### config.mk
export PLATFORM = sky130hd
export DESIGN_NAME = fifo_psram_io_wr_buf
export DESIGN_NICKNAME = d
export VERILOG_FILES = /design/src/rtl/fifo_psram_pkg.sv /design/src/rtl/fifo_psram_io_wr_mem.sv /design/src/rtl/fifo_psram_io_wr_buf.sv
export SDC_FILE = /design/constraint.sdc
export NUM_CORES = 1
export LEC_CHECK = 0
export ABC_AREA = 1
export ABC_CLOCK_PERIOD_IN_PS = 3000
export BUFFER_PORTS_ARGS = -buffer_cell sky130_fd_sc_hd__buf_2
export CAP_MARGIN = 20
export CORE_MARGIN = 8
export CORE_UTILIZATION = 45
export CTS_BUF_LIST = sky130_fd_sc_hd__clkbuf_16
export CTS_CLUSTER_SIZE = 12
export DETAILED_ROUTE_END_ITERATION = 10
export GPL_ROUTABILITY_DRIVEN = 0
export PLACE_DENSITY = 0.62
export REMOVE_ABC_BUFFERS = 1
export SLEW_MARGIN = 30
export SYNTH_ARGS = -nofsm -noshare
export SYNTH_HDL_FRONTEND = slang
export SYNTH_HIERARCHICAL = 1
export SYNTH_SLANG_ARGS = --single-unit
### constraint.sdc
create_clock -name clk -period 3 [get_ports clk]
set_input_delay 0.6 -clock clk [delete_from_list [all_inputs] [get_ports clk]]
set_output_delay 0.6 -clock clk [all_outputs]
set_load 0.03 [all_outputs]
### src/rtl/fifo_psram_pkg.sv
// Shared defaults and types for the pSRAM IO write-data buffer.
package fifo_psram_pkg;

  localparam int DEF_DATA_W    = 18;
  localparam int DEF_ADDR_W    = 4;
  localparam int DEF_BURST_LEN = 8;

  // Pointers carry one extra wrap bit above the memory address.
  typedef logic [DEF_ADDR_W:0] ptr_t;
  typedef logic [DEF_ADDR_W:0] level_t;

endpackage

### src/rtl/fifo_psram_io_wr_mem.sv
// Simple dual-port storage with a registered read port (EMB5K sdp-mode shape).
module fifo_psram_io_wr_mem
  import fifo_psram_pkg::*;
#(
  parameter int DATA_W = DEF_DATA_W,
  parameter int ADDR_W = DEF_ADDR_W
) (
  input  logic              clk,
  input  logic              rstn,
  input  logic              we,
  input  logic [ADDR_W-1:0] aw,
  input  logic [DATA_W-1:0] dw,
  input  logic              ce,
  input  logic [ADDR_W-1:0] ar,
  output logic [DATA_W-1:0] qr
);

  logic [DATA_W-1:0] mem [2**ADDR_W];
  logic [DATA_W-1:0] qr_q;
  logic [DATA_W-1:0] qr_d;

  always_ff @(posedge clk) begin
    if (we) begin
      mem[aw] <= dw;
    end
  end

  // The output register holds its value between reads; only it is reset.
  always_comb begin
    qr_d = qr_q;
    if (ce) begin
      qr_d = mem[ar];
    end
  end

  always_ff @(posedge clk) begin
    if (!rstn) begin
      qr_q <= '0;
    end else begin
      qr_q <= qr_d;
    end
  end

  assign qr = qr_q;

endmodule

### src/rtl/fifo_psram_io_wr_buf.sv
// Write-data buffer for the pSRAM IO path: pushes from user logic, burst pops by the controller.
// Define FIFO_PSRAM_WR_ERR_EN to add sticky ovf_err/unf_err outputs.
module fifo_psram_io_wr_buf
  import fifo_psram_pkg::*;
#(
  parameter int DATA_W    = DEF_DATA_W,
  parameter int ADDR_W    = DEF_ADDR_W,
  parameter int BURST_LEN = DEF_BURST_LEN
) (
  input  logic              clk,
  input  logic              rstn,
  input  logic              flush,
  input  logic              wr_en,
  input  logic [DATA_W-1:0] wr_data,
  output logic              full,
  input  logic              rd_en,
  output logic [DATA_W-1:0] rd_data,
  output logic              rd_valid,
  output logic              empty,
  output logic [ADDR_W:0]   level,
  output logic              burst_rdy
`ifdef FIFO_PSRAM_WR_ERR_EN
  ,
  output logic              ovf_err,
  output logic              unf_err
`endif
);

  localparam logic [ADDR_W:0] DEPTH_L = (ADDR_W+1)'(2**ADDR_W);
  localparam logic [ADDR_W:0] BURST_L = (ADDR_W+1)'(BURST_LEN);

  logic [ADDR_W:0] wr_ptr_q, wr_ptr_d;
  logic [ADDR_W:0] rd_ptr_q, rd_ptr_d;
  logic [ADDR_W:0] level_q, level_d;
  logic            empty_q, empty_d;
  logic            full_q, full_d;
  logic            burst_q, burst_d;
  logic            rd_valid_q, rd_valid_d;
  logic            ovf_q, ovf_d;
  logic            unf_q, unf_d;
  logic            push, pop;

  // Handshake: a push is taken when wr_en=1 and registered full=0, a pop when
  // rd_en=1 and registered empty=0; popped data appears with rd_valid one cycle later.
  // Flush blocks both in its cycle.
  assign push = wr_en & ~full_q  & ~flush;
  assign pop  = rd_en & ~empty_q & ~flush;

  always_comb begin
    wr_ptr_d   = wr_ptr_q;
    rd_ptr_d   = rd_ptr_q;
    level_d    = level_q;
    rd_valid_d = pop;
    ovf_d      = ovf_q | (wr_en & full_q);
    unf_d      = unf_q | (rd_en & empty_q);
    if (flush) begin
      wr_ptr_d = '0;
      rd_ptr_d = '0;
      level_d  = '0;
      ovf_d    = 1'b0;
      unf_d    = 1'b0;
    end else begin
      if (push) wr_ptr_d = wr_ptr_q + 1'b1;
      if (pop)  rd_ptr_d = rd_ptr_q + 1'b1;
      level_d = level_q + (ADDR_W+1)'(push) - (ADDR_W+1)'(pop);
    end
    empty_d = (level_d == '0);
    full_d  = (level_d == DEPTH_L);
    burst_d = (level_d >= BURST_L);
  end

  always_ff @(posedge clk) begin
    if (!rstn) begin
      wr_ptr_q   <= '0;
      rd_ptr_q   <= '0;
      level_q    <= '0;
      empty_q    <= 1'b1;
      full_q     <= 1'b0;
      burst_q    <= 1'b0;
      rd_valid_q <= 1'b0;
      ovf_q      <= 1'b0;
      unf_q      <= 1'b0;
    end else begin
      wr_ptr_q   <= wr_ptr_d;
      rd_ptr_q   <= rd_ptr_d;
      level_q    <= level_d;
      empty_q    <= empty_d;
      full_q     <= full_d;
      burst_q    <= burst_d;
      rd_valid_q <= rd_valid_d;
      ovf_q      <= ovf_d;
      unf_q      <= unf_d;
    end
  end

  fifo_psram_io_wr_mem #(
    .DATA_W(DATA_W),
    .ADDR_W(ADDR_W)
  ) u_mem (
    .clk (clk),
    .rstn(rstn),
    .we  (push),
    .aw  (wr_ptr_q[ADDR_W-1:0]),
    .dw  (wr_data),
    .ce  (pop),
    .ar  (rd_ptr_q[ADDR_W-1:0]),
    .qr  (rd_data)
  );

  assign full      = full_q;
  assign empty     = empty_q;
  assign level     = level_q;
  assign burst_rdy = burst_q;
  assign rd_valid  = rd_valid_q;

`ifdef FIFO_PSRAM_WR_ERR_EN
  assign ovf_err = ovf_q;
  assign unf_err = unf_q;
`else
  logic unused_err;
  assign unused_err = ovf_q ^ unf_q;
`endif

endmodule

Yosys cells after proc, flatten, opt, wreduce, memory -nomap -nowiden. Memories as Yosys holds them, arrays and structs flattened. A register that Yosys moved wholly into a read port is not among the register bits. Cells that the tools add are included.

Bits in registers: 19. RAM bits: 288. Input port bits: 23. Output and inout bits: 27. Memories kept: 1.

Add/subtract/negate cells: 4. $lt $le $gt $ge: 1. Eq/ne operators: 1. Muxes and demuxes: 3. Bitwise operators: 8. Reductions and logical operators: 3.

Memories: u_mem.mem (words 16, width 18, rd ports 1, clocked after Yosys merged registers in 1, write ports 1, RTL line fifo_psram_io_wr_mem.sv:18) `logic [DATA_W-1:0] mem [2**ADDR_W];`.

Operator list (count): $add A5 B1 Y5 const B (2); $add A5 B1 Y5 (1); $eq A5 B5 Y1 const B (1); $ge A5 B4 Y1 const B (1); $logic_not A5 Y1 (1); $mux W5 (1); $sub A5 B1 Y5 (1); $and A1 B1 Y1 (4); $not A1 Y1 (4); $mux W1 (2); $reduce_or A2 Y1 (1); $logic_not A1 Y1 (1).

Logic depth before layout (Yosys ltp). Gate-level depths: netlist of run 1.

Word-level depth: 7. Gate-level depth with buffers: 16. Mapped depth without buffers: 16.

Modules after synthesis. Netlist of run 1, hierarchy kept.

By module, submodules not included: fifo_psram_io_wr_mem (instances 1, cells an instance 1067, area each 12270.5 um2); fifo_psram_io_wr_buf (instances 1, cells an instance 107, area each 852.1 um2).

Worst setup path before layout of run 1. OpenSTA, ideal clock, no wires.

Path type: input-to-reg. From: input flush. To: register empty_q, in the netlist empty. Setup time: 0.113 ns. Arrival: 2.325 ns. Slack: 0.562 ns. Cell stages on the path: 13. Buffers on the path: 0. Cells stage by stage: nor3_4 inv_2 ha_1 inv_1 ha_1 inv_1 fa_1 xnor2_1 nand2_1 nand2_1 inv_1 nand3_1 nand2_1.

Longest elaborated chain between the ends: 6. Elaborated cells on any way between the ends: 7.

RTL lines: from (decl) (RTL line fifo_psram_io_wr_buf.sv:12) `input logic flush,`; $not A1 Y1 (RTL line fifo_psram_io_wr_buf.sv:46, fifo_psram_io_wr_buf.sv:47); $and A1 B1 Y1 (RTL line fifo_psram_io_wr_buf.sv:46) `assign push = wr_en & ~full_q & ~flush;`; $add A5 B1 Y5 (RTL line fifo_psram_io_wr_buf.sv:65) `level_d = level_q + (ADDR_W+1)'(push) - (ADDR_W+1)'(pop);`; $sub A5 B1 Y5 (RTL line fifo_psram_io_wr_buf.sv:65); $mux W5 (*) (RTL line fifo_psram_io_wr_buf.sv:56) `if (flush) begin`; $logic_not A5 Y1 (*) (RTL line fifo_psram_io_wr_buf.sv:67) `empty_d = (level_d == '0);`; to (signal assigned) (RTL line fifo_psram_io_wr_buf.sv:87) `empty_q <= empty_d;`; to (decl) (RTL line fifo_psram_io_wr_buf.sv:35) `logic empty_q, empty_d;`.

Mark *: on every way between the ends. The rest lies on a longest branch, timed or not. A chain may end at the register's enable or synchronous reset.

Worst setup path after layout of run 1.
From: register full_q, in the netlist full. To: register burst_q, in the netlist burst_rdy.

Longest elaborated chain between the ends: 7.

RTL lines: from (decl) (RTL line fifo_psram_io_wr_buf.sv:36) `logic full_q, full_d;`; from (signal assigned) (RTL line fifo_psram_io_wr_buf.sv:88) `full_q <= full_d;`; $not A1 Y1 (RTL line fifo_psram_io_wr_buf.sv:46); $and A1 B1 Y1 (2 in a row) (RTL line fifo_psram_io_wr_buf.sv:46); named net push (RTL line fifo_psram_io_wr_buf.sv:41) `logic push, pop;`; $add A5 B1 Y5 (RTL line fifo_psram_io_wr_buf.sv:65); $sub A5 B1 Y5 (RTL line fifo_psram_io_wr_buf.sv:65); $mux W5 (RTL line fifo_psram_io_wr_buf.sv:56); $ge A5 B4 Y1 (RTL line fifo_psram_io_wr_buf.sv:69) `burst_d = (level_d >= BURST_L);`; to (signal assigned) (RTL line fifo_psram_io_wr_buf.sv:89) `burst_q <= burst_d;`; to (decl) (RTL line fifo_psram_io_wr_buf.sv:37) `logic burst_q, burst_d;`.

The timed path passes the listed nets, and every way through them passes these cells.

==> implementation parameters, run 1 <==
Parameter                              Value

Status
  Result of the run    finished, final reports clean

Power and ir drop
  Part of the total power dissipated in the clock network    42.9%
  Switching share of power    between 20% and 30%
  P_int    0.00746 W
  Power density cells    631 nW/um^2
  Combinational fraction of design power    4.6%
  Leakage Power    5.73 nW
  Highest ir drop seen on vdd    0.476 mV
  Portion of total power attributed to sequential cells    a little over half
  Total net switching power    between 0.002 and 0.0025 W

Die
  Core Rows    62
  Die W    around 190 um
  Core area    28700 sq um
  Die outline area    ~35000 sq um
  Starting density of the core    45.7%
  Number of placed I/O pins    50
  Overall die height    187 um

Cells and area
  Final nets    1270
  Antenna diode instance count    0
  Fill cell total of the finished layout    2489
  Fraction of layout instances using a drive strength above 1    13.0%
  Layout overhead on the synthesized area    14.2%
  Number of non-filler instances in the completed layout    1650

Setup path
  Crit path DAT    between 2 and 3 ns
  Crit-path max FO    3
  Worst r2r src    full
  Data required time at the worst endpoint    3.39 ns
  Type of element capturing the critical path    flop
  CP startpoint    full
  FF-to-FF setup slack    about 0.81 ns
  Kind of start point of the critical path    flop
  Worst setup path class    reg2reg

GRT
  Largest net degree at the start of global routing    149
  All-layer global routing usage    17.7%
  Global-route wire length before repair    48.8 mm
  Number of antenna violations at the first check in global routing    0
  Overflow left after global routing    0
  Via count of the first global-routing pass    8577

Clock network
  Post-CTS setup buffer count    0
  Worst skew pair latency    0.51 ns
  Cells resized by post-CTS repair    0
  Clock tree from TritonCTS    built
  TritonCTS Buffers    36
  H-tree depth reported by CTS    2
  Number of buffers on the longest clock path    3
  Number of buffers inserted by hold repair at cts    0
  Root buffer cell    sky130_fd_sc_hd__clkbuf_16
  Clk sinks    323
  Clock input transition at the sequential cells of the worst setup and hold paths    0.06 ns

STA
  Final hold violation count    0
  Highest clock rate    456 MHz
  RSZ-0062 raised after global routing    no
  Slew Limit Headroom    between 40% and 50%
  Setup Skew    ~0.013 ns
  Post-layout minimum cycle time    2.19 ns
  Number of pins exceeding their max-slew limit in the final report    0
  Final period util    73.2%
  Final number of setup-violating endpoints    0
  Worst hold slack after final layout    between 0.3 and 0.4 ns
  Transition time of the tightest slew-check pin    0.859 ns

Logic synthesis
  Average cell area after synthesis    11.2 sq um
  Count of yosys warnings during synthesis    6
  Cell accounting for the most synthesized area    sky130_fd_sc_hd__edfxtp_1
  Proportion of synthesized chip area in sequential cells    71.2%
  Count of flip-flops with a built-in enable after synthesis    288
  Fraction of synthesized cell area taken by the top area cell type    65.9%
  Asr flop ratio synth    0%
  Mapped cell area    13100 sq um
  Number of instances in the synthesized netlist    1174
  Post-synthesis register bit count    323
  Synth unique cells    29
  List of most frequent post-synthesis cells    403 x sky130_fd_sc_hd__nand2_1, 288 x sky130_fd_sc_hd__edfxtp_1, 244 x sky130_fd_sc_hd__nand3_1
  Primary flip-flop cell chosen by synthesis mapping    sky130_fd_sc_hd__edfxtp_1
  Biggest area contributors in the synthesized netlist    sky130_fd_sc_hd__edfxtp_1 66%, sky130_fd_sc_hd__nand2_1 12%, sky130_fd_sc_hd__nand3_1 9.3%
  Count leader, synth    sky130_fd_sc_hd__nand2_1

Placed design
  Placed cell count    1585
  Number of input and output port buffers inserted    49
  HPWL after detailed placement    18.0 mm

Detailed routing
  Vias per cell    about 5.3
  Number of DRC violations after detailed routing    0
  Average routed wire per standard cell    19.1 um
  Vias    8666
  Top routing layer in use    met4
  DRT antenna net count    0
  Wirelength, routed    31.5 mm
  Met1 routed wirelength after detailed routing    ~14 mm
  Number of search-and-repair iterations in the first detailed-routing pass    5
  DRC marker count from the first detailed-route iteration    around 800
  Met2 routed WL    15.1 mm
  Total length of routed met3 wires    2.11 mm

Job
  Number of maximum-capacitance violations    0

Min path
  Min-Delay Path Class    in2reg
  Beginning of the worst hold path    rstn
-- power groups by stage --
stage	combinational (W)	clock, W	sequential (W)
5_1_grt	0.000493	0.00432	0.00497
3_3_place_gp	0.000436	0	0.00506
4_1_cts	0.000444	0.00415	0.00496
6_report	0.000439	0.00406	0.00496
3_5_place_dp	0.000442	0	0.00506
2_1_floorplan	0.000191	0	0.00512
-- kinds of logic after synthesis --
| family | after synthesis | synth area share (%) |
|---|---|---|
| AO/OA/AOI/OAI | 13 | 0.562 |
| flip-flops | 323 | 71.2 |
| adder cells (fa/ha/maj) | 8 | 0.820 |
| XOR/XNOR | 2 | 0.134 |
| buffers and inverters | 107 | 3.92 |
| AND/OR/NAND/NOR | 721 | 23.3 |
-- worst paths after layout --
check | end | cells past startpoint
worst max register to register | burst_rdy | 13
worst min register to register | u_mem/qr[2] | 4
worst min-delay path | empty | 2
worst max-delay path | burst_rdy | 13
-- sequential cells by signal, summed over array words and instances, names as in the netlist --
| register | flops |
|---|---|
| level | 5 |
| rd_valid | 1 |
| rd_ptr_q | 4 |
| u_mem/mem | 288 |
| u_mem/qr | 18 |
| burst_rdy | 1 |
| full | 1 |
| empty | 1 |
| wr_ptr_q | 4 |
-- area by class of cell --
type | instances | area (sq um) | share of cell area (%)
clock buffer | 37 | 926 | 6.18
sequential | 323 | 9360 | 62.4
tap | 384 | 480 | 3.21
clock inverter | 28 | 173 | 1.15
timing repair buffer | 88 | 576 | 3.84
inverter | 46 | 180 | 1.20
multi-input combinational | 744 | 3300 | 22.0
-- critical path, stage by stage, from the launching register on --
cell,delay (ns)
sky130_fd_sc_hd__dfxtp_1,0.33
sky130_fd_sc_hd__nor3_4,0.22
sky130_fd_sc_hd__inv_2,0.07
sky130_fd_sc_hd__ha_1,0.29
sky130_fd_sc_hd__inv_1,0.06
sky130_fd_sc_hd__ha_1,0.15
sky130_fd_sc_hd__inv_1,0.06
sky130_fd_sc_hd__fa_1,0.40
sky130_fd_sc_hd__inv_1,0.07
sky130_fd_sc_hd__nand3_1,0.08
sky130_fd_sc_hd__nand2_1,0.08
sky130_fd_sc_hd__nand2_1,0.06
sky130_fd_sc_hd__nand3_1,0.13
sky130_fd_sc_hd__o21ai_1,0.08
-- per-stage QoR --
stage	TNS, ns	util [%]	setup slack, ns	instance area, sq um	power, W
finish	0	52.2	0.805	15000	0.00947
detailed placement	0	48.4	0.415	13900	0.00550
floorplan	-29.91	-	-1.60	12800	0.00531
global placement	0	48.4	0.455	13900	0.00549
CTS	0	52.2	0.804	15000	0.00956
global route	0	52.2	0.592	15000	0.00978
-- routing by layer --
layer | vias up | GRT usage, %
li1 | 4153 | -
met1 | 4181 | 23.5
met2 | 280 | 29.5
met3 | 52 | 3.09
met4 | 0 | 4.76
met5 | - | 0
-- placed cells by master (no fill, tap or decap), types with 2 or more instances in the layout --
cell / synthesis / layout
sky130_fd_sc_hd__edfxtp_1: 288 / 288
sky130_fd_sc_hd__nand3_1: 244 / 244
sky130_fd_sc_hd__nand2_1: 403 / 403
sky130_fd_sc_hd__clkinv_1: 3 / 14
sky130_fd_sc_hd__buf_12: 0 / 3
sky130_fd_sc_hd__buf_2: 32 / 49
sky130_fd_sc_hd__nor2_2: 1 / 17
sky130_fd_sc_hd__buf_4: 2 / 36
sky130_fd_sc_hd__clkbuf_16: 0 / 37
sky130_fd_sc_hd__nor2_1: 65 / 49
sky130_fd_sc_hd__inv_1: 37 / 46
sky130_fd_sc_hd__inv_2: 4 / 4
sky130_fd_sc_hd__a21oi_1: 7 / 7
sky130_fd_sc_hd__xnor2_1: 2 / 2
sky130_fd_sc_hd__and3_1: 2 / 2
sky130_fd_sc_hd__dfxtp_1: 35 / 32
sky130_fd_sc_hd__nor3_2: 2 / 2
sky130_fd_sc_hd__ha_1: 7 / 7
sky130_fd_sc_hd__bufinv_16: 0 / 2
sky130_fd_sc_hd__o21ai_0: 2 / 2
sky130_fd_sc_hd__clkinv_2: 0 / 4
sky130_fd_sc_hd__dfxtp_2: 0 / 2
sky130_fd_sc_hd__o21a_1: 2 / 2
sky130_fd_sc_hd__inv_6: 0 / 3
No activity file was read; power rests on OpenSTA's default activity.
==> inputs of run 2 (changes only) <==
--- a/config.mk
+++ b/config.mk
@@ -5,8 +5,8 @@
 export SDC_FILE = /design/constraint.sdc
 export NUM_CORES = 1
 export LEC_CHECK = 0
-export ABC_AREA = 1
-export ABC_CLOCK_PERIOD_IN_PS = 3000
+export ABC_AREA = 0
+export ABC_CLOCK_PERIOD_IN_PS = 1800
 export BUFFER_PORTS_ARGS = -buffer_cell sky130_fd_sc_hd__buf_2
 export CAP_MARGIN = 20
 export CORE_MARGIN = 8
@@ -15,7 +15,7 @@
 export CTS_CLUSTER_SIZE = 12
 export DETAILED_ROUTE_END_ITERATION = 10
 export GPL_ROUTABILITY_DRIVEN = 0
-export PLACE_DENSITY = 0.62
+export PLACE_DENSITY = 0.65
 export REMOVE_ABC_BUFFERS = 1
 export SLEW_MARGIN = 30
 export SYNTH_ARGS = -nofsm -noshare
==> constraint.sdc (replaced) <==
create_clock -name clk -period 1.8 [get_ports clk]
set_input_delay 0.36 -clock clk [delete_from_list [all_inputs] [get_ports clk]]
set_output_delay 0.36 -clock clk [all_outputs]
set_load 0.03 [all_outputs]
==> run 2 against run 1 <==
  * The run now ends with negative setup slack left
  * Maximum frequency down 2.6%
  * Final cell count down 22%
  * Total power increased by 58%
  * Sequential power is 66% higher
  * Critical endpoint is now empty
  * Largest cell class unchanged
  * Highest routed layer is now met5
==> implementation parameters, run 2 <==
Parameter                              Value

Status
  Result of the run    finished with violations
  Failing checks    negative setup slack

Clock network
  Worst skew pair latency    0.51 ns (about the same)
  Number of buffers on the longest clock path    3 (unchanged)
  Clock tree from TritonCTS    built
  Root buffer cell    sky130_fd_sc_hd__clkbuf_16
  Number of buffers inserted by hold repair at cts    0 (unchanged)
  Clock input transition at the sequential cells of the worst setup and hold paths    0.06 ns (about the same)
  H-tree depth reported by CTS    2 (unchanged)
  Clk sinks    323 (unchanged)
  TritonCTS Buffers    34 (-5.6%)

Detailed routing
  Vias    6938 (-20%)
  Wirelength, routed    28.4 mm (-10%)
  DRT antenna net count    0 (unchanged)
  Number of DRC violations after detailed routing    0 (unchanged)
  DRC marker count from the first detailed-route iteration    560 (-29%)
  Vias per cell    5.42 (+3.2%)
  Average routed wire per standard cell    22.1 um (+16%)
  Number of search-and-repair iterations in the first detailed-routing pass    5 (unchanged)

Cells and area
  Antenna diode instance count    0 (unchanged)
  Area of all placed cells without fillers    15300 sq um (+2.3%)
  Fraction of the core area covered by cells at the end of the flow    55.3% (+3.1 points)
  Most common cell after layout, fill and taps aside    sky130_fd_sc_hd__edfxtp_1
  Fraction of layout instances using a drive strength above 1    22.1% (+9.0 points)
  Number of non-filler instances in the completed layout    1280 (-22%)
  Commonest non-fill, non-tap cells in the layout    288 x sky130_fd_sc_hd__edfxtp_1, 146 x sky130_fd_sc_hd__mux2i_1, 55 x sky130_fd_sc_hd__nand3_1
  Layout overhead on the synthesized area    21.7%
  Biggest register    u_mem/mem
  Final nets    910 (-28%)
  Number of flip-flops in the largest register    288 (unchanged)

GRT
  Global-route wire length before repair    42.9 mm (-12%)
  Overflow left after global routing    0 (unchanged)
  Largest net degree at the start of global routing    50 (-66%)
  Number of antenna violations at the first check in global routing    1 (+1)
  All-layer global routing usage    17.0% (-0.68 points)
  Via count of the first global-routing pass    7098 (-17%)

Logic synthesis
  Synth unique cells    33 (+14%)
  Count leader, synth    sky130_fd_sc_hd__edfxtp_1
  Count of yosys warnings during synthesis    6 (unchanged)
  Mapped cell area    12600 sq um (-4.0%)
  Post-synthesis register bit count    323 (unchanged)
  Number of instances in the synthesized netlist    757 (-36%)
  Biggest area contributors in the synthesized netlist    sky130_fd_sc_hd__edfxtp_1 69%, sky130_fd_sc_hd__mux2i_1 12%, sky130_fd_sc_hd__dfxtp_1 5.6%
  Cell accounting for the most synthesized area    sky130_fd_sc_hd__edfxtp_1
  Fraction of synthesized cell area taken by the top area cell type    68.7% (+2.8 points)
  Average cell area after synthesis    16.6 sq um (+49%)
  List of most frequent post-synthesis cells    288 x sky130_fd_sc_hd__edfxtp_1, 146 x sky130_fd_sc_hd__mux2i_1, 56 x sky130_fd_sc_hd__nand3_1
  Primary flip-flop cell chosen by synthesis mapping    sky130_fd_sc_hd__edfxtp_1
  Asr flop ratio synth    0% (unchanged)
  Count of flip-flops with a built-in enable after synthesis    288 (unchanged)
  Proportion of synthesized chip area in sequential cells    74.2% (+3.0 points)

Setup path
  Kind of start point of the critical path    flop
  Crit path DAT    2.65 ns (+0.07 ns)
  Worst setup path class    reg2reg
  Data required time at the worst endpoint    2.19 ns (-1.20 ns)
  Type of element capturing the critical path    flop
  Crit-path max FO    4 (+1)

STA
  Final period util    125% (+52 points)
  Setup Skew    0.0104 ns (-0.00277 ns)
  RSZ-0062 raised after global routing    yes
  Post-route setup slack    -0.453 ns (-1.26 ns)
  Post-route setup TNS    -9.79 ns (-9.79 ns)
  Worst hold slack after final layout    0.144 ns (-0.158 ns)
  Final hold violation count    0 (unchanged)
  Number of pins exceeding their max-slew limit in the final report    0 (unchanged)
  Transition time of the tightest slew-check pin    0.685 ns (-0.174 ns)
  Highest clock rate    444 MHz (-2.6%)
  Final number of setup-violating endpoints    79 (+79)
  Slew Limit Headroom    54.3% (+12 points)
  Post-layout minimum cycle time    2.25 ns (+0.0584 ns)

Placed design
  Placed cell count    1192 (-25%)
  HPWL after detailed placement    14.5 mm (-20%)
  Placed inst area    13800 sq um (-0.95%)
  Number of input and output port buffers inserted    49 (unchanged)

Power and ir drop
  Power density cells    975 nW/um^2 (+54%)
  Leakage Power    5.01 nW (-13%)
  Highest ir drop seen on vdd    0.706 mV (+48%)

Die
  Die outline area    33600 sq um (-3.7%)
  Overall die height    183 um (-1.9%)
  Core Rows    61 (-1.6%)
  Number of placed I/O pins    50 (unchanged)
  Starting density of the core    45.5% (-0.26 points)
  Core area    27700 sq um (-3.5%)
  Die W    183 um (-1.9%)

Job
  Number of maximum-capacitance violations    0 (unchanged)

Min path
  Min-Delay Path Class    in2reg
==> run 2: layer usage <==
layer	GRT usage, %	vias to the layer above	wire length, um
met3	3.62	58	1850
met4	5.34	2	796
met1	21.8	3506	12000
li1	-	3165	-
met2	28.5	207	13700
met5	0	-	13
==> run 2: worst max-delay path, cell delays in order (launching register included) <==
cell and delay [ns]:
sky130_fd_sc_hd__dfxtp_2 0.33, sky130_fd_sc_hd__nor3b_4 0.18, sky130_fd_sc_hd__inv_1 0.06, sky130_fd_sc_hd__ha_1 0.30
sky130_fd_sc_hd__inv_2 0.07, sky130_fd_sc_hd__ha_4 0.13, sky130_fd_sc_hd__inv_2 0.04, sky130_fd_sc_hd__fa_2 0.35
sky130_fd_sc_hd__nand2b_4 0.16, sky130_fd_sc_hd__a21oi_4 0.17, sky130_fd_sc_hd__xnor2_2 0.12, sky130_fd_sc_hd__a41o_1 0.23
==> run 2: what timing repair did <==
action	4_1_cts	5_1_grt
endpoints found under the setup margin	108	257
setup buffers	23	3
resized for setup	46	6
cloned	9	0
pin swaps	15	7
==> run 2: cell type report <==
cell class	instances	area (sq um)
Sequential cell	323	9350
Multi-Input combinational cell	389	3130
Clock buffer	35	876
Inverter	8	30.0
Clock inverter	24	95.1
Timing Repair Buffer	123	1380
Fill cell	2137	12400
Tap cell	378	473
==> run 2: path summary, 6_finish.rpt <==
kind	end	slack, ns	cells after the start	startpoint
max	empty	-0.45	11	full
min	rd_valid	0.14	2	rstn
max reg2reg	empty	-0.45	11	full
min reg2reg	u_mem/qr[14]	0.45	2	u_mem/qr[14]
==> run 2: where the power goes <==
part	total (W)	internal [W]	switching, W
registers	0.00824	0.00821	0.0000283
logic	0.000548	0.000215	0.000333
clock network	0.00617	0.00349	0.00268
==> run 2: kinds of logic after synthesis <==
group / Yosys count / share of synthesized area [%]
compound gates: 77 / 4.22
xor+xnor: 10 / 0.755
fa+ha+maj: 8 / 0.854
buf+inv: 45 / 2.61
flops: 323 / 74.2
mux: 146 / 11.6
simple gates: 148 / 5.71
==> run 2: per-stage QoR <==
stage	power, W	worst slack (ns)
after floorplan	0.00860	-3.95
after global routing	0.0154	-0.572
after global placement	0.00882	-0.670
after CTS	0.0151	-0.466
after detailed placement	0.00883	-0.756
final	0.0150	-0.453
==> inputs of run 3 (changes only) <==
--- a/config.mk
+++ b/config.mk
@@ -7,15 +7,15 @@
 export LEC_CHECK = 0
 export ABC_AREA = 0
 export ABC_CLOCK_PERIOD_IN_PS = 1800
-export BUFFER_PORTS_ARGS = -buffer_cell sky130_fd_sc_hd__buf_2
 export CAP_MARGIN = 20
 export CORE_MARGIN = 8
 export CORE_UTILIZATION = 45
 export CTS_BUF_LIST = sky130_fd_sc_hd__clkbuf_16
 export CTS_CLUSTER_SIZE = 12
 export DETAILED_ROUTE_END_ITERATION = 10
+export DONT_BUFFER_PORTS = 1
 export GPL_ROUTABILITY_DRIVEN = 0
-export PLACE_DENSITY = 0.65
+export PLACE_DENSITY = 0.69
 export REMOVE_ABC_BUFFERS = 1
 export SLEW_MARGIN = 30
 export SYNTH_ARGS = -nofsm -noshare
==> run 3 against run 2 <==
  * The run still ends with negative setup slack left
  * Routed wire length shrank 0.36%
  * Sequential share of layout area is essentially flat
  * First-iteration DRC count grew 5.7%
  * Flip-flop and latch count is the same
  * Combinational power shrank 5.7%
  * Maximum frequency grew 3.3%
  * Largest cell class unchanged
==> implementation parameters, run 3 (synthesized netlist as in run 2, its figures left out) <==
Parameter                              Value

Status
  Result of the run    finished with violations
  Failing checks    negative setup slack

Clock network
  TritonCTS Buffers    35 (+2.9%)
  Clk sinks    323 (unchanged)
  Worst skew pair latency    0.49 ns (-0.02 ns)
  Root buffer cell    sky130_fd_sc_hd__clkbuf_16
  H-tree depth reported by CTS    2 (unchanged)
  Clock tree from TritonCTS    built
  Number of buffers on the longest clock path    3 (unchanged)
  Clock input transition at the sequential cells of the worst setup and hold paths    0.06 ns (about the same)

Die
  Die outline area    33600 sq um (unchanged)
  Core Rows    61 (unchanged)
  Number of placed I/O pins    50 (unchanged)
  Core area    27700 sq um (unchanged)
  Overall die height    183 um (unchanged)
  Die W    183 um (unchanged)
  Starting density of the core    45.5% (unchanged)

Cells and area
  Most common cell after layout, fill and taps aside    sky130_fd_sc_hd__edfxtp_1
  Fraction of layout instances using a drive strength above 1    18.4% (-3.7 points)
  Number of flip-flops in the largest register    288 (unchanged)
  Biggest register    u_mem/mem
  Fraction of the core area covered by cells at the end of the flow    55.3% (about the same)
  Commonest non-fill, non-tap cells in the layout    288 x sky130_fd_sc_hd__edfxtp_1, 146 x sky130_fd_sc_hd__mux2i_1, 55 x sky130_fd_sc_hd__nand3_1
  Antenna diode instance count    0 (unchanged)
  Final nets    885 (-2.7%)
  Area of all placed cells without fillers    15300 sq um (about the same)
  Layout overhead on the synthesized area    21.7% (about the same)

Setup path
  Data required time at the worst endpoint    2.19 ns (about the same)
  Slowest CP cell    sky130_fd_sc_hd__fa_2
  CP cell instances    nor3b_4 -> inv_2 -> ha_4 -> inv_4 -> ha_4 -> inv_2 -> fa_2 -> nand2b_4 -> a21oi_4 -> xnor2_2 -> nor4b_2
  Max stage delay on crit path    0.36 ns (about the same)
  Type of element capturing the critical path    flop
  Worst setup path class    reg2reg
  Crit path DAT    2.58 ns (-0.07 ns)
  FF-to-FF setup slack    -0.38 ns (+0.07 ns)
  Crit-path max FO    4 (unchanged)
  Kind of start point of the critical path    flop

STA
  Setup Skew    0.00976 ns (-0.000620 ns)
  Final number of setup-violating endpoints    133 (+68%)
  Slew Limit Headroom    52.5% (-1.9 points)
  Post-layout minimum cycle time    2.18 ns (-0.0717 ns)
  Number of pins exceeding their max-slew limit in the final report    0 (unchanged)
  Post-route setup slack    -0.382 ns (+0.0717 ns)
  Final period util    121% (-4.0 points)
  Final hold violation count    0 (unchanged)
  Transition time of the tightest slew-check pin    0.711 ns (+0.0259 ns)
  Highest clock rate    458 MHz (+3.3%)
  Post-route setup TNS    -13.23 ns (-3.45 ns)
  RSZ-0062 raised after global routing    yes

Detailed routing
  Vias per cell    5.50 (+1.4%)
  Vias    6887 (-0.74%)
  DRT antenna net count    0 (unchanged)
  Number of DRC violations after detailed routing    0 (unchanged)
  DRC marker count from the first detailed-route iteration    592 (+5.7%)
  Wirelength, routed    28.3 mm (-0.36%)
  Average routed wire per standard cell    22.5 um (+1.8%)
  Number of search-and-repair iterations in the first detailed-routing pass    5 (unchanged)

Power and ir drop
  Leakage Power    4.87 nW (-2.8%)
  Highest ir drop seen on vdd    0.582 mV (-18%)
  Total chip power    0.0154 W (+3.1%)
  Power density cells    1010 nW/um^2 (+3.2%)

GRT
  Number of antenna violations at the first check in global routing    1 (unchanged)
  Overflow left after global routing    0 (unchanged)
  Global-route wire length before repair    41.9 mm (-2.3%)
  Via count of the first global-routing pass    7043 (-0.77%)
  Largest net degree at the start of global routing    42 (-16%)
  All-layer global routing usage    16.4% (-0.56 points)

Placed design
  Number of input and output port buffers inserted    0 (-100%)
  Worst setup slack before clock tree synthesis    -0.594 ns (+0.161 ns)
  HPWL after detailed placement    14.8 mm (+2.0%)
  Placed inst area    13500 sq um (-1.5%)

Min path
  Min-Delay Path Class    in2reg

Job
  Number of maximum-capacitance violations    0 (unchanged)
[run 3: per-layer routing]
layer / up-vias / wire length [um] / track usage [%]
li1: 3127 / - / -
met1: 3504 / 12100 / 22.1
met2: 200 / 13600 / 26.7
met3: 54 / 1880 / 3.64
met4: 2 / 690 / 4.36
met5: - / 13 / 0
[run 3: power by group]
part | total, W | leakage, nW | switching [W] | internal, W
registers | 0.00827 | 2.88 | 0.0000615 | 0.00821
clock network | 0.00663 | 0.552 | 0.00270 | 0.00393
logic | 0.000517 | 1.44 | 0.000305 | 0.000212
[run 3: area by class of cell]
type / instances / area (sq um)
Timing Repair Buffer: 97 / 1290
Inverter: 8 / 32.5
Fill cell: 2096 / 12400
Sequential cell: 323 / 9360
Clock buffer: 35 / 876
Clock inverter: 23 / 171
Tap cell: 378 / 473
Multi-Input combinational cell: 389 / 3120
[run 3: worst paths after layout]
| kind | start | end | depth (start not counted) |
|---|---|---|---|
| max | full | full | 11 |
| min | flush | rd_valid | 3 |
| max reg2reg | full | full | 11 |
| min reg2reg | rd_ptr_q[1] | rd_ptr_q[1] | 2 |
[run 3: per-stage QoR]
stage / instances / hold WS, ns
detailed placement: 1153 / 0.460
finish: 1253 / 0.265
floorplan: 720 / 0.459
global placement: 1153 / 0.460
global route: 1253 / 0.255
CTS: 1243 / 0.228
[run 3: worst max-delay path: cells and delay by family (launching register included)]
family	cells	cell delay (ns)
compound gates	1	0.14
xor+xnor	1	0.11
fa+ha+maj	3	0.70
buf+inv	3	0.16
flops	1	0.34
simple gates	3	0.64
[run 3: repair_timing]
item                                    in CTS  in global routing
gates resized for setup                     30                 29
endpoints found under the setup margin      79                295
buffers inserted                            11                  9
hold buffers                                19                  0
endpoints found under the hold margin      289                  0
pin swaps                                    8                 13
cloned                                       4                  5
